--- config.mk ---
export PLATFORM = sky130hd
export DESIGN_NAME = midi_decoder
export DESIGN_NICKNAME = d
export VERILOG_FILES = /design/src/rtl/midi_pkg.sv /design/src/rtl/midi_uart_rx.sv /design/src/rtl/midi_decoder.sv
export SDC_FILE = /design/constraint.sdc
export NUM_CORES = 1
export LEC_CHECK = 0
export ABC_AREA = 1
export CORE_MARGIN = 2
export CORE_UTILIZATION = 45
export CTS_CLUSTER_DIAMETER = 50
export CTS_CLUSTER_SIZE = 10
export DETAILED_ROUTE_END_ITERATION = 8
export PLACE_DENSITY = 0.66
export SYNTH_ARGS = -nofsm -noshare
export SYNTH_HDL_FRONTEND = slang
export SYNTH_SLANG_ARGS = --single-unit
--- constraint.sdc ---
create_clock -name clk -period 1.6 [get_ports clk]
set_input_delay 0.24 -clock clk [delete_from_list [all_inputs] [get_ports clk]]
set_output_delay 0.24 -clock clk [all_outputs]
set_load 0.02 [all_outputs]
--- src/rtl/midi_pkg.sv ---
// Shared MIDI constants, receiver/parser state encodings and note-range helper
// for the MIDI note decoder.
package midi_pkg;

  localparam logic [7:0] STATUS_NOTE_OFF = 8'h80;
  localparam logic [7:0] STATUS_NOTE_ON  = 8'h90;
  localparam logic [7:0] STATUS_REALTIME = 8'hF8;

  localparam logic [6:0] NOTE_MIN = 7'd21;
  localparam logic [6:0] NOTE_MAX = 7'd108;

  typedef enum logic [1:0] {IDLE, START, DATA, STOP} rx_state_t;
  typedef enum logic [1:0] {P_IDLE, P_D1, P_D2} parser_state_t;

  function automatic logic note_in_range(input logic [6:0] note);
    return (note >= NOTE_MIN) && (note <= NOTE_MAX);
  endfunction

endpackage

--- src/rtl/midi_uart_rx.sv ---
// 8N1 serial receiver for the MIDI line: synchronizes rx, samples mid-bit and
// emits a one-cycle strobe per good byte or a frame_err pulse on a low stop bit.
module midi_uart_rx
  import midi_pkg::*;
#(
  parameter int CLK_HZ = 50_000_000,
  parameter int BAUD   = 31250
) (
  input  logic       clk,
  input  logic       reset,
  input  logic       rx,
  output logic [7:0] data,
  output logic       strobe,
  output logic       frame_err
);

  localparam int DIV = CLK_HZ / BAUD;
  localparam int CW  = $clog2(DIV + 1);
  localparam logic [CW-1:0] HALF_LAST = CW'(DIV / 2 - 1);
  localparam logic [CW-1:0] BIT_LAST  = CW'(DIV - 1);

  logic          sync1, sync2, rx_prev;
  rx_state_t     state, state_next;
  logic [CW-1:0] cnt, cnt_next;
  logic [2:0]    bit_idx, bit_next;
  logic [7:0]    shift, shift_next;
  logic          strobe_next, ferr_next;

  // Synchronizer and edge-detect flops idle high so reset never fakes a start bit.
  always_ff @(posedge clk or posedge reset) begin
    if (reset) begin
      sync1   <= 1'b1;
      sync2   <= 1'b1;
      rx_prev <= 1'b1;
    end else begin
      sync1   <= rx;
      sync2   <= sync1;
      rx_prev <= sync2;
    end
  end

  always_ff @(posedge clk or posedge reset) begin
    if (reset) begin
      state     <= IDLE;
      cnt       <= '0;
      bit_idx   <= '0;
      shift     <= '0;
      strobe    <= 1'b0;
      frame_err <= 1'b0;
    end else begin
      state     <= state_next;
      cnt       <= cnt_next;
      bit_idx   <= bit_next;
      shift     <= shift_next;
      strobe    <= strobe_next;
      frame_err <= ferr_next;
    end
  end

  always_comb begin
    state_next  = state;
    cnt_next    = cnt;
    bit_next    = bit_idx;
    shift_next  = shift;
    strobe_next = 1'b0;
    ferr_next   = 1'b0;
    case (state)
      IDLE: begin
        if (rx_prev && !sync2) begin
          state_next = START;
          cnt_next   = '0;
        end
      end
      START: begin
        if (cnt == HALF_LAST) begin
          cnt_next   = '0;
          bit_next   = '0;
          state_next = sync2 ? IDLE : DATA;
        end else begin
          cnt_next = cnt + 1'b1;
        end
      end
      DATA: begin
        if (cnt == BIT_LAST) begin
          cnt_next   = '0;
          shift_next = {sync2, shift[7:1]};
          bit_next   = bit_idx + 1'b1;
          if (bit_idx == 3'd7) state_next = STOP;
        end else begin
          cnt_next = cnt + 1'b1;
        end
      end
      STOP: begin
        if (cnt == BIT_LAST) begin
          state_next  = IDLE;
          strobe_next = sync2;
          ferr_next   = !sync2;
        end else begin
          cnt_next = cnt + 1'b1;
        end
      end
      default: state_next = IDLE;
    endcase
  end

  assign data = shift;

endmodule

--- src/rtl/midi_decoder.sv ---
// MIDI note decoder: parses note-on/off messages (with running status) from the
// serial line and drives a monophonic, last-note-priority oscillator index.
module midi_decoder
  import midi_pkg::*;
#(
  parameter int CLK_HZ  = 50_000_000,
  parameter int BAUD    = 31250,
  parameter int OMNI    = 1,
  parameter int CHANNEL = 0
) (
  input  logic       clk,
  input  logic       reset,
  input  logic       midi_rx,
  output logic [6:0] freq,
  output logic [6:0] velocity,
  output logic       note_on,
  output logic       note_valid,
  output logic       frame_err
);

  localparam logic [3:0] CHAN = 4'(CHANNEL);

  logic [7:0]    rx_data;
  logic          rx_strobe;
  parser_state_t p_state, p_next;
  logic          run_on, run_on_next;
  logic [6:0]    note, note_next;
  logic [6:0]    freq_next, vel_next, idx;
  logic          on_next, valid_next;
  logic          chan_ok, is_note_status, key_on;

  midi_uart_rx #(.CLK_HZ(CLK_HZ), .BAUD(BAUD)) u_rx (
    .clk       (clk),
    .reset     (reset),
    .rx        (midi_rx),
    .data      (rx_data),
    .strobe    (rx_strobe),
    .frame_err (frame_err)
  );

  assign chan_ok        = (OMNI != 0) || (rx_data[3:0] == CHAN);
  assign is_note_status = (rx_data[7:4] == STATUS_NOTE_ON[7:4]) ||
                          (rx_data[7:4] == STATUS_NOTE_OFF[7:4]);
  assign key_on         = run_on && (rx_data[6:0] != 7'd0);
  assign idx            = note - NOTE_MIN;

  always_ff @(posedge clk or posedge reset) begin
    if (reset) begin
      p_state    <= P_IDLE;
      run_on     <= 1'b0;
      note       <= '0;
      freq       <= '0;
      velocity   <= '0;
      note_on    <= 1'b0;
      note_valid <= 1'b0;
    end else begin
      p_state    <= p_next;
      run_on     <= run_on_next;
      note       <= note_next;
      freq       <= freq_next;
      velocity   <= vel_next;
      note_on    <= on_next;
      note_valid <= valid_next;
    end
  end

  // Real-time bytes (0xF8..0xFF) fall through untouched so they can interleave a message.
  always_comb begin
    p_next      = p_state;
    run_on_next = run_on;
    note_next   = note;
    freq_next   = freq;
    vel_next    = velocity;
    on_next     = note_on;
    valid_next  = 1'b0;
    if (rx_strobe && (rx_data < STATUS_REALTIME)) begin
      if (rx_data[7]) begin
        if (is_note_status && chan_ok) begin
          run_on_next = (rx_data[7:4] == STATUS_NOTE_ON[7:4]);
          p_next      = P_D1;
        end else begin
          run_on_next = 1'b0;
          p_next      = P_IDLE;
        end
      end else begin
        case (p_state)
          P_D1: begin
            note_next = rx_data[6:0];
            p_next    = P_D2;
          end
          P_D2: begin
            p_next = P_D1;
            if (note_in_range(note)) begin
              if (key_on) begin
                freq_next  = idx;
                vel_next   = rx_data[6:0];
                on_next    = 1'b1;
                valid_next = 1'b1;
              end else if (note_on && (idx == freq)) begin
                on_next    = 1'b0;
                valid_next = 1'b1;
              end
            end
          end
          default: ;
        endcase
      end
    end
  end

endmodule

* Word-level counts from Yosys, hierarchy flattened *
Cells that the tools add are included.

storage, ports and cells
  register bits after elaboration = 55
  bits in latches = 0
  memory bits (writable) = 0
  memory bits (read-only) = 0
  input port bits = 3
  output and inout port bits = 17
  logic and storage cells = 92
  memories kept = 0

operators by class
  add/sub/neg operators = 3
  multiply operators = 0
  divide/modulo/power cells = 0
  order comparisons = 3
  eq/ne operators = 17
  shift operators = 0
  mux-type cells = 31
  bitwise gates (word level) = 1
  reduce and logical (&&, ||, !) cells = 21

operators by type and width
  kind                                                                number
  2-to-1 mux 11 bit                                                   4
  one-hot mux 11 bit (4 select lines)                                 1
  AND reduction 5 bit                                                 3
  2-to-1 mux 1 bit                                                    14
  2-to-1 mux 2 bit                                                    7
  adder 11 x 1 -> 11 bit (second input constant)                      1
  equality test 11 x 10 -> 1 bit (second input constant)              1
  equality test 11 bit (second input constant)                        1
  != test 2 x 1 -> 1 bit (second input constant)                      5
  equality test 4 bit (second input constant)                         2
  < comparator 8 bit (second input constant)                          1
  one-hot mux 2 bit (4 select lines)                                  1
  AND reduction 2 bit                                                 4
  equality test 7 bit                                                 1
  greater-or-equal comparator 7 x 5 -> 1 bit (second input constant)  1
  less-or-equal comparator 7 bit (second input constant)              1
  nonzero test 7 bit                                                  1
  subtractor 7 x 5 -> 7 bit (second input constant)                   1
  equality test 2 bit (second input constant)                         3
  2-to-1 mux 3 bit                                                    2
  one-hot mux 3 bit (2 select lines)                                  1
  AND reduction 3 bit                                                 2
  logical AND 1 bit                                                   5
  equality test 2 x 1 -> 1 bit (second input constant)                2
  other kinds (10)                                                    11

* Longest topological paths before layout *
  depth in word-level cells = 9
  gate-level depth with buffers = 14
  gate-level depth less buffers = 14

* Modules after synthesis *
Synthesis repeated with hierarchy kept, for this count alone.

unflattened totals
  cell total of the unflattened synthesis = 360
  area, all modules = 3070.4 um2

modules (own cells, without submodules)
  module        times used  cells each  area an instance (um2)  sequential area each (um2)
  midi_uart_rx  1           183         1544.0                  729.4
  midi_decoder  1           177         1526.5                  650.6

* Least setup slack after synthesis *
OpenSTA, ideal clock, no wires.

  path kind = reg-to-reg
  from = register u_rx.cnt[0]
  to = register u_rx.cnt[6]
  library setup time = 118 ps
  arrival = 1526 ps
  required time = 1482 ps
  path slack = -44 ps
  stages on the path, launching flop included = 15
  buffers on the path = 1
  clock period less this slack = 1644 ps
  cell sequence = dfrtp_1 > ha_1 > nand2_1 > inv_2 > nand2_4 > nor2_4 > nand2_2 > clkinv_2 > nand2_4 > nand2_4 > inv_2 > buf_6 > nand3_2 > nand2_1 > nor2_2

between the ends
  cells in the longest elaborated chain, start to end = 3

RTL lines
  item                                                                        line                                                        text
  start: declaration                                                          midi_uart_rx.sv:24                                          logic [CW-1:0] cnt, cnt_next;
  start signal: assignment                                                    midi_uart_rx.sv:52                                          cnt <= cnt_next;
  adder 11 x 1 -> 11 bit (tied with other cells)                              midi_uart_rx.sv:80, midi_uart_rx.sv:90, midi_uart_rx.sv:99
  2-to-1 mux 11 bit (tied with other cells)                                   midi_uart_rx.sv:94                                          if (cnt == BIT_LAST) begin
  one-hot mux 11 bit (4 select lines) or AND reduction 2 bit (tied branches)  --

Several ways; a longest one is shown, not always the timed one. The select of a mux whose other input is x is not followed.
A chain may end at the register's enable or synchronous reset.

* Worst setup path in the final report *
  from = register note[1]
  to = register freq[1]

between the ends
  cells in the longest elaborated chain, start to end = 3

RTL lines
  item                                                                                          line                text
  start: declaration                                                                            midi_decoder.sv:27  logic [6:0] note, note_next;
  start signal: assignment                                                                      midi_decoder.sv:59  note <= note_next;
  greater-or-equal comparator 7 x 5 -> 1 bit or less-or-equal comparator 7 bit (tied branches)  midi_pkg.sv:16      return (note >= NOTE_MIN) && (note <= NOTE_MAX);
  logical AND 1 bit                                                                             midi_pkg.sv:16
  AND reduction 5 bit (no source line)                                                          --
  end signal: assignment                                                                        midi_decoder.sv:60  freq <= freq_next;
  end: declaration                                                                              midi_decoder.sv:14  output logic [6:0] freq,

Several ways; a longest one is shown, not always the timed one.

==> summary.txt <==
Power and ir drop
  – Flop pwr share: between 50% and 60%
  – P_sw: roughly 0.00087 W
  – Pwr dens: 758.4 nW/µm²
  – P_int: between 0.002 and 0.0025 W
  – P_leak: 2.055 nW
  – Net Sw Frac: a little under a third
  – Worst ir drop on vdd: between 0.4 and 0.5 mV
  – Combinational share of power: 20.9%
  – Total power: roughly 0.0029 W
  – Clk network pwr share: between 20% and 30%

Run
  – Max-Cap Viols: 0

STA
  – Max Slew Vio Count: 0
  – Final hold violation count: 0
  – Crit share post-route: 103.2%
  – Relative slew slack: slightly above 70%
  – RSZ-0062 raised after global routing: yes
  – Final worst slack: -0.05163 ns
  – Final Setup Violations: 12
  – Worst-Margin Slew: 0.4408 ns
  – Tmin final: between 1.5 and 2 ns
  – Clock Skew: ~0.0097 ns
  – FMAX: 0.6055 GHz

Critical path
  – Startpoint type of the worst setup path: register
  – Critical path origin: note[1]
  – Worst r2r src: note[1]
  – Worst setup EP type: register
  – CP required: roughly 1.8 ns
  – CP Max Fanout: 7
  – Kind of critical path: reg2reg
  – CP Data Arrival Time: between 1.5 and 2 ns
  – Reg2Reg Setup Slack: -0.05 ns

Cells and area
  – Post-layout util: 60.57%
  – FF+latch area: between 1000 and 1500 µm²
  – Commonest non-fill, non-tap cell in the layout: nand2_1
  – Fraction of layout cells with a size suffix above 1: a little over a quarter
  – Commonest non-fill, non-tap cells in the layout: nand2_1, dfrtp_1, inv_1
  – N_diodes: 0
  – Multi-input logic area: roughly 1500 µm²
  – Final #Nets: 440
  – Area delta synth->final: 32.02%
  – Fillers: around 560

GRT
  – Largest net degree at the start of global routing: between 50 and 60
  – Vias in the first global route: 2,418
  – First-pass GRT wire length: about 11,000 µm
  – GRT Util Overall: between 10% and 20%
  – Initial antenna violation count: 0
  – Gr ovfl total: 0

Floorplanning
  – Total die area: between 7000 and 8000 µm²
  – Chip height: about 84 µm
  – Die Span X: 84.01 µm
  – Row count: 29
  – Initial Util: a little under half
  – Ports: 20
  – CORE AREA: around 6300 µm²

Routing
  – WL met2: roughly 3400 µm
  – Initial DRT Pass Iterations: 4
  – WL met1: just under 3000 µm
  – Avg Vias per Cell: about 5.2
  – Wirelength per Cell: about 13 µm
  – DR WL met3: 220 µm
  – DRC Markers: 0
  – 1st-iter DRT viols: 108
  – Via count: approximately 2.6k
  – Top Metal Used: met4
  – Post-route ant nets: 0
  – Final wirelength: approximately 6600 µm

CTS
  – Worst skew pair latency: around 0.31 ns
  – CTS tree: built
  – Root buffer cell: clkbuf_8
  – CTS clock-pin slew for the worst setup and hold paths: around 0.1 ns
  – H-tree depth: 2
  – TritonCTS Buffers: 5
  – CTS Sinks: 55
  – Bufs on Longest Clock Path: 2

Yosys
  – Cells after Synth: about 370
  – Post-Syn Nets: about 380
  – Post-Syn Area: between 2000 and 3000 µm²
  – FF+latch count, synth: 55
  – Netlist cell types: 31
  – Average size of a mapped cell: a little under 8 µm²
  – Syn. warnings: 0
  – Sequential share of the synthesized area: between 40 and 50%

Placed design
  – Number of I/O port buffers: 19
  – GP Congestion: between 0.8 and 0.9
  – Final HPWL DP: 4487 µm

Run status
  – Failing checks: negative setup slack
  – Status: finished, violations left

Min path
  – Min-Delay Path Class: in2async
==> final cells by class <==
cell class,count,share of cell area [%]
sequential,55,36.36
clock inverter,2,0.4278
tap,77,2.534
timing repair buffer,63,15.37
multi-input combinational,257,38.27
clock buffer,6,1.909
inverter,48,5.133
==> cells in the mapped netlist <==
cell | number | area, µm²
nand3_1 | 39 | 195.2
nand3_2 | 1 | 10.01
inv_2 | 4 | 15.01
nor2_2 | 2 | 12.51
nor3_4 | 1 | 16.27
nand2_2 | 2 | 12.51
o211ai_1 | 3 | 22.52
ha_1 | 7 | 87.58
or2_2 | 1 | 6.260
buf_6 | 1 | 11.26
inv_1 | 43 | 161.4
xor2_1 | 4 | 35.03
o21ai_0 | 31 | 155.2
nor2_1 | 28 | 105.1
clkbuf_1 | 4 | 15.01
dfrtp_1 | 52 | 1301
o21a_1 | 1 | 7.510
o41ai_1 | 1 | 8.760
dfstp_2 | 3 | 78.83
nor2_4 | 1 | 11.26
nand3b_1 | 2 | 15.01
clkinv_2 | 1 | 5.000
o31ai_1 | 2 | 15.01
nand2_4 | 3 | 33.78
nor4_1 | 1 | 6.260
a21oi_1 | 11 | 55.05
nand4_1 | 10 | 62.56
nand2_1 | 101 | 379.1
a21boi_0 | 2 | 15.01
nor3_1 | 3 | 15.01
buf_2 | 2 | 10.01
==> flip-flops by register name (all words and copies together), names as in the netlist, named ones only <==
name	flops
u_rx.cnt	11
u_rx.data	8
freq	7
note	7
velocity	7
u_rx.bit_idx	3
p_state	2
note_on	1
note_valid	1
run_on	1
u_rx.frame_err	1
u_rx.rx_prev	1
u_rx.state	1
u_rx.strobe	1
u_rx.sync1	1
u_rx.sync2	1
==> power groups by stage <==
stage	clock network [W]	registers (W)	logic, W
after floorplan	0	0.00150	0.000333
after global placement	0	0.00152	0.000471
after detailed placement	0	0.00153	0.000478
after CTS	0.000811	0.00150	0.000540
after global routing	0.000856	0.00151	0.000680
final	0.000777	0.00151	0.000602
==> critical path: stages (launching register included) <==
cell,delay [ns]
dfrtp_1,0.41
inv_2,0.09
ha_4,0.15
inv_4,0.04
nand2_4,0.05
o21ai_1,0.06
a21oi_1,0.18
nand4_1,0.14
buf_6,0.16
buf_4,0.15
o21ai_0,0.15
==> metrics by stage <==
| step | setup slack (ns) | cell area, µm² | hold WS, ns | instances | setup TNS, ns |
|---|---|---|---|---|---|
| 5_1_grt | -0.1523 | 3802 | 0.3101 | 508 | -3.087 |
| 6_report | -0.05163 | 3802 | 0.2914 | 508 | -0.3113 |
| 3_3_place_gp | -0.06394 | 3341 | 0.3455 | 482 | -0.2958 |
| 4_1_cts | -0.01029 | 3495 | 0.3029 | 496 | -0.02133 |
| 2_1_floorplan | -0.005175 | 2887 | 0.2445 | 367 | -0.005175 |
| 3_5_place_dp | -0.06922 | 3341 | 0.3488 | 482 | -0.3030 |
==> path summary, 6_finish.rpt <==
path	cells past startpoint	to
worst max register to register	10	freq[1]
min in group clk	1	u_rx.sync1
max in group asynchronous	3	u_rx.sync2
worst min-delay path	3	note_valid
worst max-delay path	10	freq[1]
worst min register to register	0	u_rx.sync2
==> repair_timing <==
item                                   4_1_cts  5_1_grt
setup buffers                                6       11
setup endpoints to repair                   12       47
endpoints found under the hold margin        0        0
pin swaps                                    7       21
hold buffers                                 0        0
resized for setup                           11       79
gates cloned                                 0        2
==> cells by family (layout without fill, tap and decap cells) <==
logic type	count (synthesis)	in the layout	share of synthesized area (%)
compound gates	51	51	9.687
xor+xnor	4	4	1.216
fa+ha+maj	7	7	3.041
buf+inv	55	119	7.558
flops	55	55	47.92
simple gates	195	195	30.58
==> per-layer routing <==
layer	vias up	track usage, %
met3	5	3.759
met1	1259	23.37
met4	0	7.038
met5	-	0
li1	1319	-
met2	40	30.76
Power figures use the tool's default switching activity.
